**src/rtl/wb_port_arbiter.sv**
```systemverilog
// wb_port_arbiter
//   Arbitrates a single register-file write port between the write-back
//   stage and a multicycle unit. Multicycle results that cannot be written
//   right away are parked in a small FIFO. A FIFO head that keeps losing to
//   the write-back stage forces a one-cycle DRAIN. During DRAIN the pipeline
//   is frozen and the head is written.
//
//   Ports
//     clk, rst            clock, asynchronous active-low reset
//     wb_valid_i/addr/data  write-back stage result (highest priority)
//     mc_valid_i/addr/data  multicycle unit offer; mc_ready_o accepts it
//     rf_we_o/addr/data     registered register-file write
//     stall_o               registered pipeline freeze (high during DRAIN)
//     fifo_count_o          FIFO occupancy
//
//   state | meaning
//   ------+-----------------------------------------------------------
//   PIPE  | normal arbitration: wb > FIFO head > bypass of a fresh mc result
//   DRAIN | stall_o high, wb ignored, FIFO head written, back to PIPE
module wb_port_arbiter #(
   parameter int N            = 32,
   parameter int ADDR_W       = 5,
   parameter int DEPTH        = 2,
   parameter int STARVE_LIMIT = 4
) (
   input  logic                     clk,
   input  logic                     rst,
   input  logic                     wb_valid_i,
   input  logic [ADDR_W-1:0]        wb_addr_i,
   input  logic [N-1:0]             wb_data_i,
   input  logic                     mc_valid_i,
   input  logic [ADDR_W-1:0]        mc_addr_i,
   input  logic [N-1:0]             mc_data_i,
   output logic                     mc_ready_o,
   output logic                     rf_we_o,
   output logic [ADDR_W-1:0]        rf_addr_o,
   output logic [N-1:0]             rf_data_o,
   output logic                     stall_o,
   output logic [$clog2(DEPTH):0]   fifo_count_o
);

   localparam int PW = $clog2(DEPTH);
   localparam int CW = $clog2(STARVE_LIMIT + 1);
   localparam int EW = ADDR_W + N;

   typedef enum logic {PIPE = 1'b0, DRAIN = 1'b1} state_t;

   state_t              state_q, state_d;
   logic [CW-1:0]       starve_q, starve_d;
   logic [PW:0]         count_q, count_d;
   logic [PW-1:0]       wr_ptr_q, wr_ptr_d;
   logic [PW-1:0]       rd_ptr_q, rd_ptr_d;
   logic [EW-1:0]       mem_q [DEPTH];

   logic                rf_we_q, rf_we_d;
   logic [ADDR_W-1:0]   rf_addr_q, rf_addr_d;
   logic [N-1:0]        rf_data_q, rf_data_d;
   logic                stall_q, stall_d;

   logic                fifo_empty;
   logic                hs;
   logic                sel_wb, sel_fifo, sel_byp;
   logic                push, pop;
   logic [EW-1:0]       head;

   assign fifo_empty = (count_q == '0);
   assign mc_ready_o = rst & (count_q != (PW+1)'(DEPTH));
   assign hs         = mc_valid_i & mc_ready_o;
   assign head       = mem_q[rd_ptr_q];

   // Source selection; DRAIN always takes the head, which is never empty there.
   assign sel_wb   = (state_q == PIPE) & wb_valid_i;
   assign sel_fifo = (state_q == DRAIN) | ((state_q == PIPE) & ~wb_valid_i & ~fifo_empty);
   assign sel_byp  = (state_q == PIPE) & ~wb_valid_i & fifo_empty & hs;
   assign pop      = sel_fifo;
   assign push     = hs & ~sel_byp;

   // State register and datapath registers
   always_ff @(posedge clk or negedge rst) begin
      if (!rst) begin
         state_q   <= PIPE;
         starve_q  <= '0;
         count_q   <= '0;
         wr_ptr_q  <= '0;
         rd_ptr_q  <= '0;
         rf_we_q   <= 1'b0;
         rf_addr_q <= '0;
         rf_data_q <= '0;
         stall_q   <= 1'b0;
      end else begin
         state_q   <= state_d;
         starve_q  <= starve_d;
         count_q   <= count_d;
         wr_ptr_q  <= wr_ptr_d;
         rd_ptr_q  <= rd_ptr_d;
         rf_we_q   <= rf_we_d;
         rf_addr_q <= rf_addr_d;
         rf_data_q <= rf_data_d;
         stall_q   <= stall_d;
      end
   end

   // Storage needs no reset: entries are only read behind a valid count.
   always_ff @(posedge clk) begin
      if (push) mem_q[wr_ptr_q] <= {mc_addr_i, mc_data_i};
   end

   // Next-state logic
   always_comb begin
      state_d  = state_q;
      starve_d = starve_q;
      case (state_q)
         PIPE: begin
            if (fifo_empty || pop) begin
               starve_d = '0;
            end else if (starve_q == CW'(STARVE_LIMIT - 1)) begin
               state_d  = DRAIN;
               starve_d = '0;
            end else begin
               starve_d = starve_q + 1'b1;
            end
         end
         DRAIN: begin
            state_d  = PIPE;
            starve_d = '0;
         end
         default: begin
            state_d  = PIPE;
            starve_d = '0;
         end
      endcase
   end

   // Output and FIFO bookkeeping logic
   always_comb begin
      rf_addr_d = rf_addr_q;
      rf_data_d = rf_data_q;
      if (sel_wb) begin
         rf_addr_d = wb_addr_i;
         rf_data_d = wb_data_i;
      end else if (sel_fifo) begin
         rf_addr_d = head[EW-1:N];
         rf_data_d = head[N-1:0];
      end else if (sel_byp) begin
         rf_addr_d = mc_addr_i;
         rf_data_d = mc_data_i;
      end
      // R0 writes still consume their source but never reach the file.
      rf_we_d  = (sel_wb | sel_fifo | sel_byp) & (rf_addr_d != '0);
      stall_d  = (state_d == DRAIN);
      count_d  = count_q + (PW+1)'(push) - (PW+1)'(pop);
      wr_ptr_d = push ? wr_ptr_q + 1'b1 : wr_ptr_q;
      rd_ptr_d = pop  ? rd_ptr_q + 1'b1 : rd_ptr_q;
   end

   assign rf_we_o      = rf_we_q;
   assign rf_addr_o    = rf_addr_q;
   assign rf_data_o    = rf_data_q;
   assign stall_o      = stall_q;
   assign fifo_count_o = count_q;

endmodule

```
**config.mk**
```make
export PLATFORM = sky130hd
export DESIGN_NAME = wb_port_arbiter
export DESIGN_NICKNAME = d
export VERILOG_FILES = /design/src/rtl/wb_port_arbiter.sv
export SDC_FILE = /design/constraint.sdc
export NUM_CORES = 1
export LEC_CHECK = 0
export BUFFER_PORTS_ARGS = -buffer_cell sky130_fd_sc_hd__buf_2
export CAP_MARGIN = 20
export CORE_MARGIN = 2
export CORE_UTILIZATION = 28
export CTS_CLUSTER_DIAMETER = 120
export DETAILED_ROUTE_END_ITERATION = 16
export GPL_ROUTABILITY_DRIVEN = 0
export SYNTH_ARGS = -nofsm -noshare
export SYNTH_HDL_FRONTEND = slang
export SYNTH_SLANG_ARGS = --single-unit
```
**constraint.sdc**
```tcl
create_clock -name clk -period 4.1 [get_ports clk]
set_clock_uncertainty 0.05 [all_clocks]
set_input_delay 0.82 -clock clk [delete_from_list [all_inputs] [get_ports clk]]
set_output_delay 0.82 -clock clk [all_outputs]
set_load 0.01 [all_outputs]
```
==> run summary <==
Sw frac -> 32.14%
Worst-path clk slew -> 0.05 ns
Critical path capture point type -> flip-flop
Fmax -> 0.3769 GHz
Layout cell share with drive strength beyond 1 -> 32.06%
DIE AREA -> 19000 um2
Finished Layout Cells -> 749
Logic gate share of total power -> 27.1%
Core ar. -> 17420 um2
# Post-CTS Setup Buffers -> 0
NetSw -> 1.455 mW
Final TNS setup -> 0 ns
Post-synthesis mux area share -> 7.410%
Max IR drop VDD -> 0.3067 mV
Arr. time, crit path -> 2.90 ns
CTS H-tree lvls -> 4
NumNets Final -> 592
Detailed Routing Iterations Pass 1 -> 4
Synth Area per Inst -> 12.76 um2
Via count -> 3473
Antenna Nets Post-Route -> 0
GRT Total Usage -> 12.87%
Vias in the first global route -> 3503
Leak -> 2.665 nW
I/O Pins -> 120
Top Family by Delay on Critical Path -> simple AND/OR/NAND/NOR gates
DR WL/cell -> 15.65 um
Share of flip-flops with an asynchronous set or reset -> 38.33%
Sequential standard cell area -> 3374 um2
Post-Synth Adder-Cell Area -> 0.7485%
Grt met3 use -> 3.937%
Final setup vio count -> 0
CP max stage cell -> or4_1
Worst rel slew slack -> 38.90%
Placed cell count -> 716
RSZ-0062 raised after global routing -> no
HP Class -> in2async
CTS max path bufs -> 2
Site Rows -> 48
Post_cts resized -> 0
Synth Area in Simple Gates -> 7.959%
Pin count of the biggest net entering global routing -> 66
CTS tree -> yes
WHS -> 0.3924 ns
Worst Path Max Fanout -> 28
Residual DRC -> 0
Grt total ovfl -> 0
Critical path data required time -> 4.35 ns
Met2 usage -> 21.17%
Synthesis-stage register bit count -> 120
Fill count -> 1687
Initial Util -> 28.79%
Post-Synth XOR/XNOR Area -> 0.6986%
Final Max Tran Viols -> 0
Crit-path max cell delay -> 0.54 ns
Multi-input gate area in the final layout -> 1555 um2
Worst R2R Start -> stall_o
Worst Max-Slew Pin Slew -> 0.9165 ns
Reg power frac -> 39.6%
Compound-gate portion of the synthesized area -> 13.85%
Post-Syn Area -> 5015 um2
Period Utilization, post-route -> 64.70%
WS Path Type -> in2reg
Bufs and invs on worst path -> 1
Clock power frac -> 33.3%
Die Y-Extent -> 137.8 um
Reg2reg path depth -> 6
Status -> finished clean
Ys flop type -> edfxtp_1
Worst path cell trace -> buf_2 > nand4bb_1 > a221oi_2 > a211oi_1 > or4_1 > o21a_1
Clk_lat worst skew -> 0.41 ns
Gate Count Post-Synth -> 393
YS warnings -> 0
Max cap viols -> 0
RR Endpoint -> rf_we_o
P&R area growth vs syn -> 29.59%
Root buffer cell -> clkbuf_16
Syn Nets -> 474
# diodes -> 0
Pwr/cell area -> 696.8 nW/um2
DR vias/cell -> 4.637
Hold_buf cts -> 0
CTS sink cnt -> 120
PortBufs -> 119
Sequential area share after synthesis -> 67.27%
Busiest layer in global routing -> met2
DRT iter0 DRCs -> 162
Largest family of logic cells by synthesized area -> compound AO/OA/AOI/OAI gates
Yosys cell types -> 34
Die X -> 137.8 um
Detailed placer's ending HPWL -> 7959 um
Crit path launch type -> primary input
Initial antenna violation count -> 0
First-pass GRT wire length -> 18300 um
EDFF count, synth -> 74
Met1 Use GR -> 15.83%
Final min period -> 2.653 ns
R2R Setup Slk -> 1.64 ns
Final wirelength -> 11730 um
Num CTS Buffers -> 17
Int Power -> 3.073 mW
Hold Fails Final Rpt -> 0
-- sequential cells by signal, indices dropped and copies added, names as in the netlist --
name / flops
fifo_count_o: 2
mem_q: 74
rd_ptr_q: 1
rf_addr_o: 5
rf_data_o: 32
rf_we_o: 1
stall_o: 1
starve_q: 3
wr_ptr_q: 1
-- logic make-up after synthesis --
family,count (synthesis)
buf+inv,27
simple gates,92
fa+ha+maj,3
compound gates,110
mux,37
xor+xnor,4
flops,120
-- routing by layer --
metal  vias to the layer above  share of wire, %
met5                         -                 0
met4                         0               1.3
met3                        18               6.1
met2                       107                48
met1                      1639                45
li1                       1709                 -
-- power by group through the flow --
stage	registers, mW	logic [mW]	clock network [mW]
finish	1.79	1.23	1.51
global route	1.83	1.38	1.59
CTS	1.80	1.25	1.54
detailed placement	1.82	1.24	0
global placement	1.81	1.22	0
floorplan	1.83	0.759	0
-- cells in the final DEF, fill, tap and decap left out, types with 6 or more instances in the layout --
cell type    n
clkbuf_16   17
clkinv_4     6
a211oi_1    36
buf_2      119
dfrtp_1     45
a21oi_1     64
nor2_1      71
edfxtp_1    74
mux2i_1     36
-- worst max-delay path by stage --
stage	start	slack (ns)	to	cells past startpoint
after floorplan	wb_valid_i	0.88	mem_q[0][0]	4
after global placement	rst	1.07	rf_we_o	6
after detailed placement	rst	1.00	rf_we_o	6
after CTS	rst	1.44	rf_we_o	6
after global routing	rst	1.27	rf_we_o	6
final	rst	1.45	rf_we_o	6
-- cell usage after synthesis (2+ instances only) --
library cell / number / share of area [%]
nor2b_1: 2 / 0.25
buf_2: 2 / 0.20
clkbuf_1: 19 / 1.4
and3_1: 3 / 0.37
a221oi_2: 3 / 0.90
a211oi_1: 36 / 5.4
a21oi_1: 64 / 6.4
mux2i_1: 36 / 7.2
nand2b_1: 3 / 0.37
nand2_1: 2 / 0.15
dfrtp_1: 46 / 23
ha_1: 3 / 0.75
or4_1: 2 / 0.30
xnor2_1: 3 / 0.52
buf_1: 5 / 0.37
edfxtp_1: 74 / 44
nor2_1: 72 / 5.4
nor3_1: 2 / 0.20
-- metrics by stage --
stage / cell area, um2 / setup WS, ns / power, mW / utilization [%]
final: 6499 / 1.447 / 4.528 / 37.31
after global routing: 6499 / 1.270 / 4.800 / 37.31
after CTS: 6479 / 1.441 / 4.584 / 37.20
after detailed placement: 5873 / 1.002 / 3.059 / 33.72
after global placement: 5873 / 1.071 / 3.031 / 33.72
after floorplan: 5015 / 0.8773 / 2.590 / -
-- cell type report --
| type | instances | share of cell area, % |
|---|---|---|
| multi-input combinational | 246 | 23.93 |
| inverter | 1 | 0.05776 |
| sequential | 120 | 51.93 |
| clock inverter | 15 | 2.772 |
| clock buffer | 17 | 6.546 |
| tap | 225 | 4.332 |
| timing repair buffer | 125 | 10.44 |
Power figures use the tool's default switching activity.
